### src/rtl/conv_frame_scheduler.sv
// conv_frame_scheduler: walks the interior pixels of the frame in raster order,
// issuing one centre-pixel read per granted cycle and replaying each read
// address as the ALU write strobe a fixed RD_LAT cycles later.
module conv_frame_scheduler #(
    parameter int IMG_W  = 320,
    parameter int IMG_H  = 240,
    parameter int AWIDTH = 17,
    parameter int RD_LAT = 2
) (
    input  logic              sys_clk,
    input  logic              rst,
    input  logic              start,
    input  logic              abort,
    input  logic [1:0]        kernel_sel_in,
    input  logic              mem_gnt,
    output logic [1:0]        kernel_sel,
    output logic [AWIDTH-1:0] raddr_alu,
    output logic              rd_en,
    output logic [AWIDTH-1:0] waddr_alu,
    output logic              wen_alu,
    output logic              busy,
    output logic              done
);

    localparam int XW = $clog2(IMG_W);
    localparam int YW = $clog2(IMG_H);
    localparam logic [XW-1:0]     X_FIRST  = XW'(1);
    localparam logic [XW-1:0]     X_LAST   = XW'(IMG_W - 2);
    localparam logic [YW-1:0]     Y_FIRST  = YW'(1);
    localparam logic [YW-1:0]     Y_LAST   = YW'(IMG_H - 2);
    localparam logic [AWIDTH-1:0] ROW_STEP = AWIDTH'(IMG_W);
    localparam logic [AWIDTH-1:0] ONE      = AWIDTH'(1);

    typedef enum logic [1:0] {S_IDLE, S_RUN, S_DRAIN, S_DONE} state_t;

    state_t              r_state, w_next;
    logic [XW-1:0]       r_x;
    logic [YW-1:0]       r_y;
    logic [AWIDTH-1:0]   r_rowbase;
    logic [AWIDTH-1:0]   r_raddr;
    logic [1:0]          r_ksel;
    logic [RD_LAT:1]     r_vld;
    logic [AWIDTH-1:0]   r_apipe [1:RD_LAT];
    logic [RD_LAT:1]     w_src_v;
    logic [AWIDTH-1:0]   w_src_a [1:RD_LAT];
    logic                w_issue, w_last, w_start, w_inflight;

    // The grant qualifies the read in the same cycle; everything else is registered.
    assign w_issue    = (r_state == S_RUN) && mem_gnt;
    assign w_last     = (r_x == X_LAST) && (r_y == Y_LAST);
    assign w_start    = (r_state == S_IDLE) && start && !abort;

    assign rd_en      = w_issue;
    assign raddr_alu  = r_raddr;
    assign kernel_sel = r_ksel;
    assign wen_alu    = r_vld[RD_LAT];
    assign waddr_alu  = r_apipe[RD_LAT];
    assign busy       = (r_state != S_IDLE);
    assign done       = (r_state == S_DONE);

    // State register.
    always_ff @(posedge sys_clk) begin
        if (rst) r_state <= S_IDLE;
        else     r_state <= w_next;
    end

    // Next state; DRAIN leaves once nothing but the final stage is still valid.
    always_comb begin
        w_next     = r_state;
        w_inflight = 1'b0;
        for (int k = 1; k < RD_LAT; k++) w_inflight = w_inflight | r_vld[k];
        case (r_state)
            S_IDLE:  if (start) w_next = S_RUN;
            S_RUN:   if (w_issue && w_last) w_next = S_DRAIN;
            S_DRAIN: if (!w_inflight) w_next = S_DONE;
            S_DONE:  w_next = S_IDLE;
            default: w_next = S_IDLE;
        endcase
        if (abort) w_next = S_IDLE;
    end

    // Pixel scan: address advances by one, row base by IMG_W at each wrap.
    always_ff @(posedge sys_clk) begin
        if (rst) begin
            r_ksel    <= '0;
            r_x       <= '0;
            r_y       <= '0;
            r_rowbase <= '0;
            r_raddr   <= '0;
        end else if (w_start) begin
            r_ksel    <= kernel_sel_in;
            r_x       <= X_FIRST;
            r_y       <= Y_FIRST;
            r_rowbase <= ROW_STEP;
            r_raddr   <= ROW_STEP + ONE;
        end else if (w_issue && !w_last) begin
            if (r_x == X_LAST) begin
                r_x       <= X_FIRST;
                r_y       <= r_y + 1'b1;
                r_rowbase <= r_rowbase + ROW_STEP;
                r_raddr   <= r_rowbase + ROW_STEP + ONE;
            end else begin
                r_x     <= r_x + 1'b1;
                r_raddr <= r_raddr + ONE;
            end
        end
    end

    // Source of each pipe stage: stage 1 takes the live read, later stages shift.
    always_comb begin
        w_src_v    = '0;
        w_src_v[1] = w_issue;
        w_src_a[1] = r_raddr;
        for (int k = 2; k <= RD_LAT; k++) begin
            w_src_v[k] = r_vld[k-1];
            w_src_a[k] = r_apipe[k-1];
        end
    end

    // Latency pipe; addresses only move with a valid entry so waddr holds between writes.
    always_ff @(posedge sys_clk) begin
        if (rst) begin
            r_vld <= '0;
            for (int k = 1; k <= RD_LAT; k++) r_apipe[k] <= '0;
        end else begin
            for (int k = 1; k <= RD_LAT; k++) begin
                r_vld[k] <= w_src_v[k] & ~abort;
                if (w_src_v[k] && !abort) r_apipe[k] <= w_src_a[k];
            end
        end
    end

endmodule

### config.mk
export PLATFORM = sky130hd
export DESIGN_NAME = conv_frame_scheduler
export DESIGN_NICKNAME = d
export VERILOG_FILES = /design/src/rtl/conv_frame_scheduler.sv
export SDC_FILE = /design/constraint.sdc
export NUM_CORES = 1
export LEC_CHECK = 0
export ABC_CLOCK_PERIOD_IN_PS = 3750
export CAP_MARGIN = 20
export CORE_MARGIN = 2
export CORE_UTILIZATION = 46
export CTS_CLUSTER_DIAMETER = 40
export DETAILED_ROUTE_END_ITERATION = 10
export GPL_TIMING_DRIVEN = 0
export HOLD_SLACK_MARGIN = 0.1
export PLACE_DENSITY = 0.67
export SETUP_SLACK_MARGIN = 0.05
export SLEW_MARGIN = 20
export SYNTH_ARGS = -nofsm -noshare
export SYNTH_HDL_FRONTEND = slang
export SYNTH_SLANG_ARGS = --single-unit
### constraint.sdc
create_clock -name sys_clk -period 3.75 [get_ports sys_clk]
set_input_delay 0.375 -clock sys_clk [delete_from_list [all_inputs] [get_ports sys_clk]]
set_output_delay 0.375 -clock sys_clk [all_outputs]
set_load 0.05 [all_outputs]
# Yosys cells after proc, flatten, opt, wreduce, memory -nomap -nowiden
# Memories as Yosys holds them, arrays and structs flattened.
# Cells that the tools add are included.
# word_totals
register_bits	57
ram_bits	34
in_bits	7
elab_cells	75
n_memories	1
# op_classes
add_sub_neg	5
n_eq_ne	8
mux	26
bitwise_logic	5
n_reduce_logical	19
# mem_list
memory	depth	word_bits	rd	rd_clocked_by_memory_dff	wr	line_no	text
r_apipe	2	17	2	0	2	43	logic [AWIDTH-1:0] r_apipe [1:RD_LAT];
# op_table
op	count
$mux 9	6
$mux 17	3
$add 17x1->17 const B	2
$add 17x9->17 const B	1
$mux 1	13
$add 9x1->9 const B	1
$eq 9x9->1 const B	1
$add 8x1->8 const B	1
$eq 8x8->1 const B	1
$logic_and 1x1->1	8
$pmux 2 s4	1
$mux 2	3
$reduce_bool 2->1	3
$eq 2x2->1 const B	2
$ne 2x2->1 const B	2
$reduce_and 2->1	2
$reduce_or 2->1	2
$reduce_and 3->1	1
$and 1x1->1	2
$eq 2x1->1 const B	1
$logic_not 1->1	2
$logic_not 2->1	1
$ne 2x1->1 const B	1
$or 1x1->1	2
$not 1->1	1

# Logic depth before layout (Yosys ltp)
# Gate-level depths: netlist of run 1.
# logic_depth
ltp_word	7
ltp_mapped	13

# Worst setup path before layout of run 1
# No wires, ideal clock.
# synth_path
path_kind	reg-to-reg
startpoint	register r_x[0]
endpoint	register r_raddr[12], in the netlist raddr_alu[12]
arrival_time_ns	2.495
slack_ns	1.133
stages_incl_launch_ff	14
path_buffers	2
synth_period_minus_slack_ns	2.617
path_cell_list	dfxtp_1 inv_1 ha_1 nand4bb_1 or2_1 buf_2 clkbuf_1 and2_1 ha_1 nand2_1 nor3_2 nand4_1 a221oi_1 nor2_1
# synth_between
elab_chain_len	4
# synth_lines
item	line_no	text
start, declared	37	logic [XW-1:0] r_x;
start signal, assigned	103	r_x <= r_x + 1'b1;
$eq 9x9->1 (*)	50, 97	
$logic_and 1x1->1	50	assign w_last = (r_x == X_LAST) && (r_y == Y_LAST);
$logic_not 1->1	96	end else if (w_issue && !w_last) begin
$logic_and 1x1->1	96	
end signal, assigned	95	r_raddr <= ROW_STEP + ONE;
end signal, assigned	101	r_raddr <= r_rowbase + ROW_STEP + ONE;
end signal, assigned	104	r_raddr <= r_raddr + ONE;
end, declared	40	logic [AWIDTH-1:0] r_raddr;
# Mark *: on every way between the ends. The rest lies on a longest branch, timed or not.
# A chain may end at the register's enable or synchronous reset.

# Worst setup path in the final report of run 1
# layout_path
startpoint	register r_state[1]
endpoint	output port rd_en
# layout_between
elab_chain_len	2
# layout_lines
item	line_no	text
start, declared	36	state_t r_state, w_next;
start signal, assigned	64	else r_state <= w_next;
$eq 2x1->1	49	assign w_issue = (r_state == S_RUN) && mem_gnt;
$logic_and 1x1->1	49	
end, declared	18	output logic rd_en,
# Every way passes these cells.

==> results of run 1 <==
routing by layer:
| metal | part of all wire | track usage | vias to the layer above |
|---|---|---|---|
| li1 | - | - | 1665 |
| met3 | 0.035 | 0.03303 | 9 |
| met2 | 0.49 | 0.3342 | 74 |
| met1 | 0.46 | 0.2539 | 1539 |
| met4 | 0.011 | 0.06955 | 0 |
| met5 | 0 | 0 | - |
worst min path at each step:
stage                                     from                    endpoint  slack, ns  depth (start not counted)
floorplan                                  rst   raddr_alu[0]$_SDFFE_PP0P_       0.45                          1
global placement    kernel_sel[1]$_SDFFE_PP0P_  kernel_sel[1]$_SDFFE_PP0P_       0.44                          2
detailed placement  kernel_sel[1]$_SDFFE_PP0P_  kernel_sel[1]$_SDFFE_PP0P_       0.45                          2
CTS                 kernel_sel[1]$_SDFFE_PP0P_  kernel_sel[1]$_SDFFE_PP0P_       0.46                          2
global route        kernel_sel[1]$_SDFFE_PP0P_  kernel_sel[1]$_SDFFE_PP0P_       0.49                          2
finish              kernel_sel[1]$_SDFFE_PP0P_  kernel_sel[1]$_SDFFE_PP0P_       0.46                          2
sequential cells by signal, indices dropped and copies added (netlist names):
name,cells
r_apipe,34
raddr_alu,17
r_rowbase,11
r_x,9
r_y,8
kernel_sel,2
r_state,2
r_vld,2
area by class of cell:
| type | instances | area, sq um |
|---|---|---|
| multi-input combinational | 303 | 1957 |
| clock inverter | 7 | 120.1 |
| clock buffer | 9 | 123.9 |
| sequential | 85 | 2042 |
| buffer | 28 | 128.9 |
| fill | 777 | 3751 |
| inverter | 12 | 45.04 |
| tap | 108 | 135.1 |
| timing repair buffer | 46 | 460.4 |
metrics by stage:
stage	instance area, sq um	hold WS [ns]
5_1_grt	5012	0.4916
4_1_cts	5012	0.4623
3_5_place_dp	4768	0.4506
3_3_place_gp	4768	0.4449
2_1_floorplan	4173	0.4471
6_report	5012	0.4587
worst register-to-register path, delay by kind of cell, from the launching register on:
kind                       cells  cell delay, ns
DFF                            1            0.44
buffers and inverters          3            0.63
and+or+nand+nor                7            1.29
AOI/OAI and AO/OA              1            0.33
adders and majority gates      2            0.44
power breakdown:
group / leakage [nW] / switching, mW / total (mW) / internal, mW
sequential: 0.764 / 0.0152 / 0.998 / 0.982
combinational: 0.922 / 0.118 / 0.169 / 0.0510
clock: 0.120 / 0.338 / 0.784 / 0.446
total: 1.81 / 0.472 / 1.95 / 1.48
logic make-up (layout without fill, tap and decap cells):
| family | count (synthesis) | in the layout |
|---|---|---|
| AND/OR/NAND/NOR | 193 | 193 |
| flip-flops | 85 | 85 |
| AO/OA/AOI/OAI | 62 | 62 |
| buffers and inverters | 40 | 102 |
| XOR/XNOR | 33 | 33 |
| adder cells (fa/ha/maj) | 11 | 11 |
| multiplexers | 4 | 4 |
synth_stat cells (3+ instances only):
cell / instances
or2_1: 3
xnor2_1: 31
nand3_1: 13
nor2_2: 3
nor4_2: 6
buf_2: 7
ha_1: 11
inv_1: 12
a21o_1: 3
o21ai_0: 14
mux2i_1: 3
nand4_1: 11
and3_1: 37
a21oi_1: 18
and4_1: 3
dfxtp_1: 51
nor2_1: 35
edfxtp_1: 34
clkbuf_1: 18
a211oi_1: 4
nand2_1: 33
nor4_1: 5
nor3_1: 24
a311oi_1: 3
and2_1: 4
==> flow_summary.json, run 1 <==
{
  "worstPathRequired_ns": 3.38,
  "async_flop_share": 0,
  "postCtsSetupBuffers": 0,
  "track_usage": 0.1966,
  "clockBufferDepth": 2,
  "rows": 34,
  "yosys.area_share.xor_xnor": 0.06927,
  "ys_ff_latch": 85,
  "yosysSeqAreaShare": 0.4894,
  "drive_gt1_frac": 0.08980,
  "syn_inst": 428,
  "r2r_cells": 13,
  "endpoint": "rd_en",
  "slowest_stage": "clkdlybuf4s50_1",
  "synth_area_leaders": "dfxtp_1 24%, edfxtp_1 24%, xnor2_1 6.5%, and3_1 5.5%, ha_1 3.3%",
  "fin_tns_setup_ns": 0,
  "crit_fanout": 10,
  "cp_top_family": "buffers and inverters",
  "peakVddDrop_v": 0.0001570,
  "ff2ff_setup_slack_ns": 0.51,
  "core-area_sq_mm": 0.008763,
  "startpoint_type": "register",
  "drcViolationCount": 0,
  "path_depth": 7,
  "syn2layout_area_growth_pct": 20.12,
  "grt_max_degree": 18,
  "drt_iter0_drc": 210,
  "post-place-ws_ns": 0.5952,
  "synth_compound_area_frac": 0.09625,
  "port_buffers": 46,
  "avgSynthCellArea_sq_um": 9.749,
  "placed_cells": 582,
  "wl_mm": 9.415,
  "yosysTopAreaCellShare": 0.2447,
  "fin_skew_ns": 0.008637,
  "p_leak_nw": 1.806,
  "fin_crit_sh": 0.8840,
  "synthesis.nets": 446,
  "synth-main-ff-cell": "dfxtp_1",
  "gp_congestion": 0.8674,
  "dieArea_sq_mm": 0.009849,
  "cts.sinks": 85,
  "crit_path_start": "r_state[1]$_SDFFE_PP0P_",
  "synth_edf_count": 34,
  "viasPerCell": 5.497,
  "cpPeakStageDelay_ns": 0.88,
  "rsz0062_at_grt": "false",
  "dieWidth_um": 99.24,
  "syn_area_sq_mm": 0.004173,
  "grt_pass1_wl_mm": 15.40,
  "status": "completed",
  "antenna_left": 0,
  "r2r-end": "raddr_alu[12]$_SDFFE_PP0P_",
  "ys_types": 57,
  "num_vias": 3287,
  "hpwl_mm": 6.744,
  "synth_top_area_cell": "dfxtp_1",
  "cp_num_buf_inv": 5,
  "slew_headroom": 0.5825,
  "cp.arrival_ns": 2.94,
  "htreeDepth": 3,
  "cts_resized": 0,
  "fin_crit_ns": 3.315,
  "start_util": 0.4762,
  "cts_buffers": 9,
  "dr.pass1.iters": 4,
  "finalPower_mw": 1.951,
  "yosys.area_share.adder": 0.03298,
  "final_util": 0.5720,
  "final_common_cell": "dfxtp_1",
  "die_h_um": 99.24,
  "nets": 503,
  "diodes": 0,
  "cts_root_buffer": "clkbuf_8",
  "io_pins": 47,
  "end_kind": "primary output",
  "drv_slew": 0,
  "wl_per_cell_um": 15.74,
  "grt_overflow": 0,
  "grt_pass1_vias": 3093,
  "path_cells": "inv_1 > ha_1 > nand2_1 > inv_1 > clkbuf_1 > clkbuf_1 > clkdlybuf4s50_1",
  "yosys_warnings": 0,
  "tightest_slew_ns": 0.6263,
  "synth_top_family_by_area": "simple AND/OR/NAND/NOR gates",
  "synth_mux_area_frac": 0.009895,
  "path_clk_slew_ns": 0.09,
  "layout_common_cells": "51 x dfxtp_1, 46 x clkdlybuf4s50_1, 37 x and3_1, 35 x nor2_1, 34 x edfxtp_1",
  "drv_cap": 0,
  "r2r-start": "r_x[0]$_SDFFE_PP0P_",
  "grt_antenna_before_repair": 0,
  "hp-class": "reg -> reg",
  "hold_buffers": 0,
  "tritoncts": "yes",
  "synth-simple-area-share": 0.2606,
  "setup_ws_ns": 0.4352,
  "crit_type": "reg -> out",
  "clock_latency_ns": 0.35,
  "power.density_mw_per_mm2": 389.2,
  "setup_viol": 0,
  "clock.fmax_ghz": 0.3017,
  "hold_viol": 0,
  "layoutNonFillerInstCount": 598
}
No activity file was read; power rests on OpenSTA's default activity.
==> run 2, diff against run 1 <==
--- a/config.mk
+++ b/config.mk
@@ -6,7 +6,7 @@
 export NUM_CORES = 1
 export LEC_CHECK = 0
 export ABC_CLOCK_PERIOD_IN_PS = 3750
-export CAP_MARGIN = 20
+export CAP_MARGIN = 25
 export CORE_MARGIN = 2
 export CORE_UTILIZATION = 46
 export CTS_CLUSTER_DIAMETER = 40
==> constraint.sdc (replaced) <==
create_clock -name sys_clk -period 3.75 [get_ports sys_clk]
set_input_delay 0.5625 -clock sys_clk [delete_from_list [all_inputs] [get_ports sys_clk]]
set_output_delay 0.5625 -clock sys_clk [all_outputs]
set_load 0.05 [all_outputs]
==> flow_summary.json, run 2 (synthesis gave the netlist of run 1 again) <==
{
  "dieArea_sq_mm": 0.009849,
  "cts_buffers": 9,
  "hold_viol": 0,
  "io_pins": 47,
  "htreeDepth": 3,
  "placed_cells": 582,
  "crit_type": "reg -> reg",
  "setup_viol": 0,
  "fin_hold_ws_ns": 0.4587,
  "r2r_cells": 13,
  "clockBufferDepth": 2,
  "drive_gt1_frac": 0.08980,
  "p_leak_nw": 1.824,
  "path_clk_slew_ns": 0.09,
  "rsz0062_at_grt": "false",
  "grt_max_degree": 18,
  "syn2layout_area_growth_pct": 20.18,
  "cp.arrival_ns": 3.49,
  "drv_slew": 0,
  "rows": 34,
  "peakVddDrop_v": 0.0001570,
  "grt_antenna_before_repair": 0,
  "fin_crit_ns": 3.239,
  "slew_headroom": 0.5824,
  "whs_path_depth": 2,
  "layoutNonFillerInstCount": 598,
  "cts_root_buffer": "clkbuf_8",
  "clock_latency_ns": 0.35,
  "core-area_sq_mm": 0.008763,
  "layout_common_cells": "51 x dfxtp_1, 45 x clkdlybuf4s50_1, 37 x and3_1, 35 x nor2_1, 34 x edfxtp_1",
  "end_kind": "register",
  "drv_cap": 0,
  "wl_per_cell_um": 15.75,
  "power_switching_mw": 0.4718,
  "dr.pass1.iters": 4,
  "drt_iter0_drc": 210,
  "tightest_slew_ns": 0.6264,
  "gp_congestion": 0.8674,
  "diodes": 0,
  "hold_buffers": 0,
  "viasPerCell": 5.497,
  "port_buffers": 46,
  "grt_pass1_vias": 3093,
  "nFillCells": 776,
  "fin_tns_setup_ns": 0,
  "clock.fmax_ghz": 0.3087,
  "antenna_left": 0,
  "status": "completed",
  "hp-class": "reg -> reg",
  "crit_fanout": 10,
  "worstPathRequired_ns": 4.00,
  "track_usage": 0.1966,
  "power.density_mw_per_mm2": 389.0,
  "postCtsSetupBuffers": 0,
  "hpwl_mm": 6.744,
  "startpoint_type": "register",
  "start_util": 0.4762,
  "final_util": 0.5722,
  "fin_crit_sh": 0.8638,
  "drcViolationCount": 0,
  "final_common_cell": "dfxtp_1",
  "grt_pass1_wl_mm": 15.40,
  "tritoncts": "yes",
  "dieWidth_um": 99.24,
  "internal_power_mw": 1.479,
  "fin_skew_ns": 0.008637,
  "grt_overflow": 0,
  "num_vias": 3287,
  "die_h_um": 99.24,
  "power.share.clock": 0.402,
  "largest-register": "r_apipe",
  "wl_mm": 9.418,
  "largest_register_ff_count": 34,
  "p_seq_frac": 0.511,
  "switching_share": 0.2418,
  "p_comb_frac": 0.087,
  "cts.sinks": 85,
  "nets": 503
}
-- run 2: power by group through the flow --
stage | Sequential (mW) | Clock (mW) | Combinational, mW
after floorplan | 1.06 | 0 | 0.0705
after global placement | 1.02 | 0 | 0.166
after detailed placement | 1.02 | 0 | 0.169
after CTS | 0.998 | 0.797 | 0.169
after global routing | 1.00 | 0.834 | 0.181
final | 0.998 | 0.784 | 0.169
-- run 2: area by class of cell --
cell class / instances / area [sq um] / area share
Multi-Input combinational cell: 303 / 1957 / 0.3902
Clock inverter: 7 / 120.1 / 0.02395
Tap cell: 108 / 135.1 / 0.02695
Sequential cell: 85 / 2042 / 0.4072
Inverter: 12 / 45.04 / 0.008982
Timing Repair Buffer: 46 / 462.9 / 0.09232
Clock buffer: 9 / 123.9 / 0.02470
Buffer: 28 / 128.9 / 0.02570
-- run 2: metal layers --
metal,wire (um),share of wire,track usage,vias up
met5,0,0,0,-
met4,104,0.011,0.06955,0
met3,319,0.034,0.03303,9
met2,4636,0.49,0.3342,74
met1,4358,0.46,0.2539,1539
li1,-,-,-,1665
-- run 2: timing repair --
item,4_1_cts,5_1_grt
hold endpoints to repair,0,0
resized for setup,0,1
endpoints found under the setup margin,0,1
-- run 2: path summary, 6_finish.rpt --
| kind | end | slack (ns) | from |
|---|---|---|---|
| worst max register to register | raddr_alu[12]$_SDFFE_PP0P_ | 0.51 | r_x[0]$_SDFFE_PP0P_ |
| worst min-delay path | kernel_sel[1]$_SDFFE_PP0P_ | 0.46 | kernel_sel[1]$_SDFFE_PP0P_ |
| worst max-delay path | raddr_alu[12]$_SDFFE_PP0P_ | 0.51 | r_x[0]$_SDFFE_PP0P_ |
| worst min register to register | kernel_sel[1]$_SDFFE_PP0P_ | 0.46 | kernel_sel[1]$_SDFFE_PP0P_ |
-- run 2: metrics by stage --
step                power, mW  area [sq um]  setup slack [ns]
floorplan               1.128          4173             1.133
global placement        1.185          4768            0.2679
detailed placement      1.188          4768            0.2380
CTS                     1.964          5012            0.2174
global route            2.016          5015            0.2539
finish                  1.951          5015            0.5106
-- run 2: critical path, cell delays in order (launching register included) --
cell and delay [ns]:
dfxtp_1 0.44, inv_1 0.09, ha_1 0.20, nand4bb_1 0.17, or2_1 0.12, buf_2 0.17
clkbuf_1 0.37, and2_1 0.20, ha_1 0.24, nand2_1 0.14, nor3_2 0.42, nand4_1 0.16
a221oi_1 0.33, nor2_1 0.08
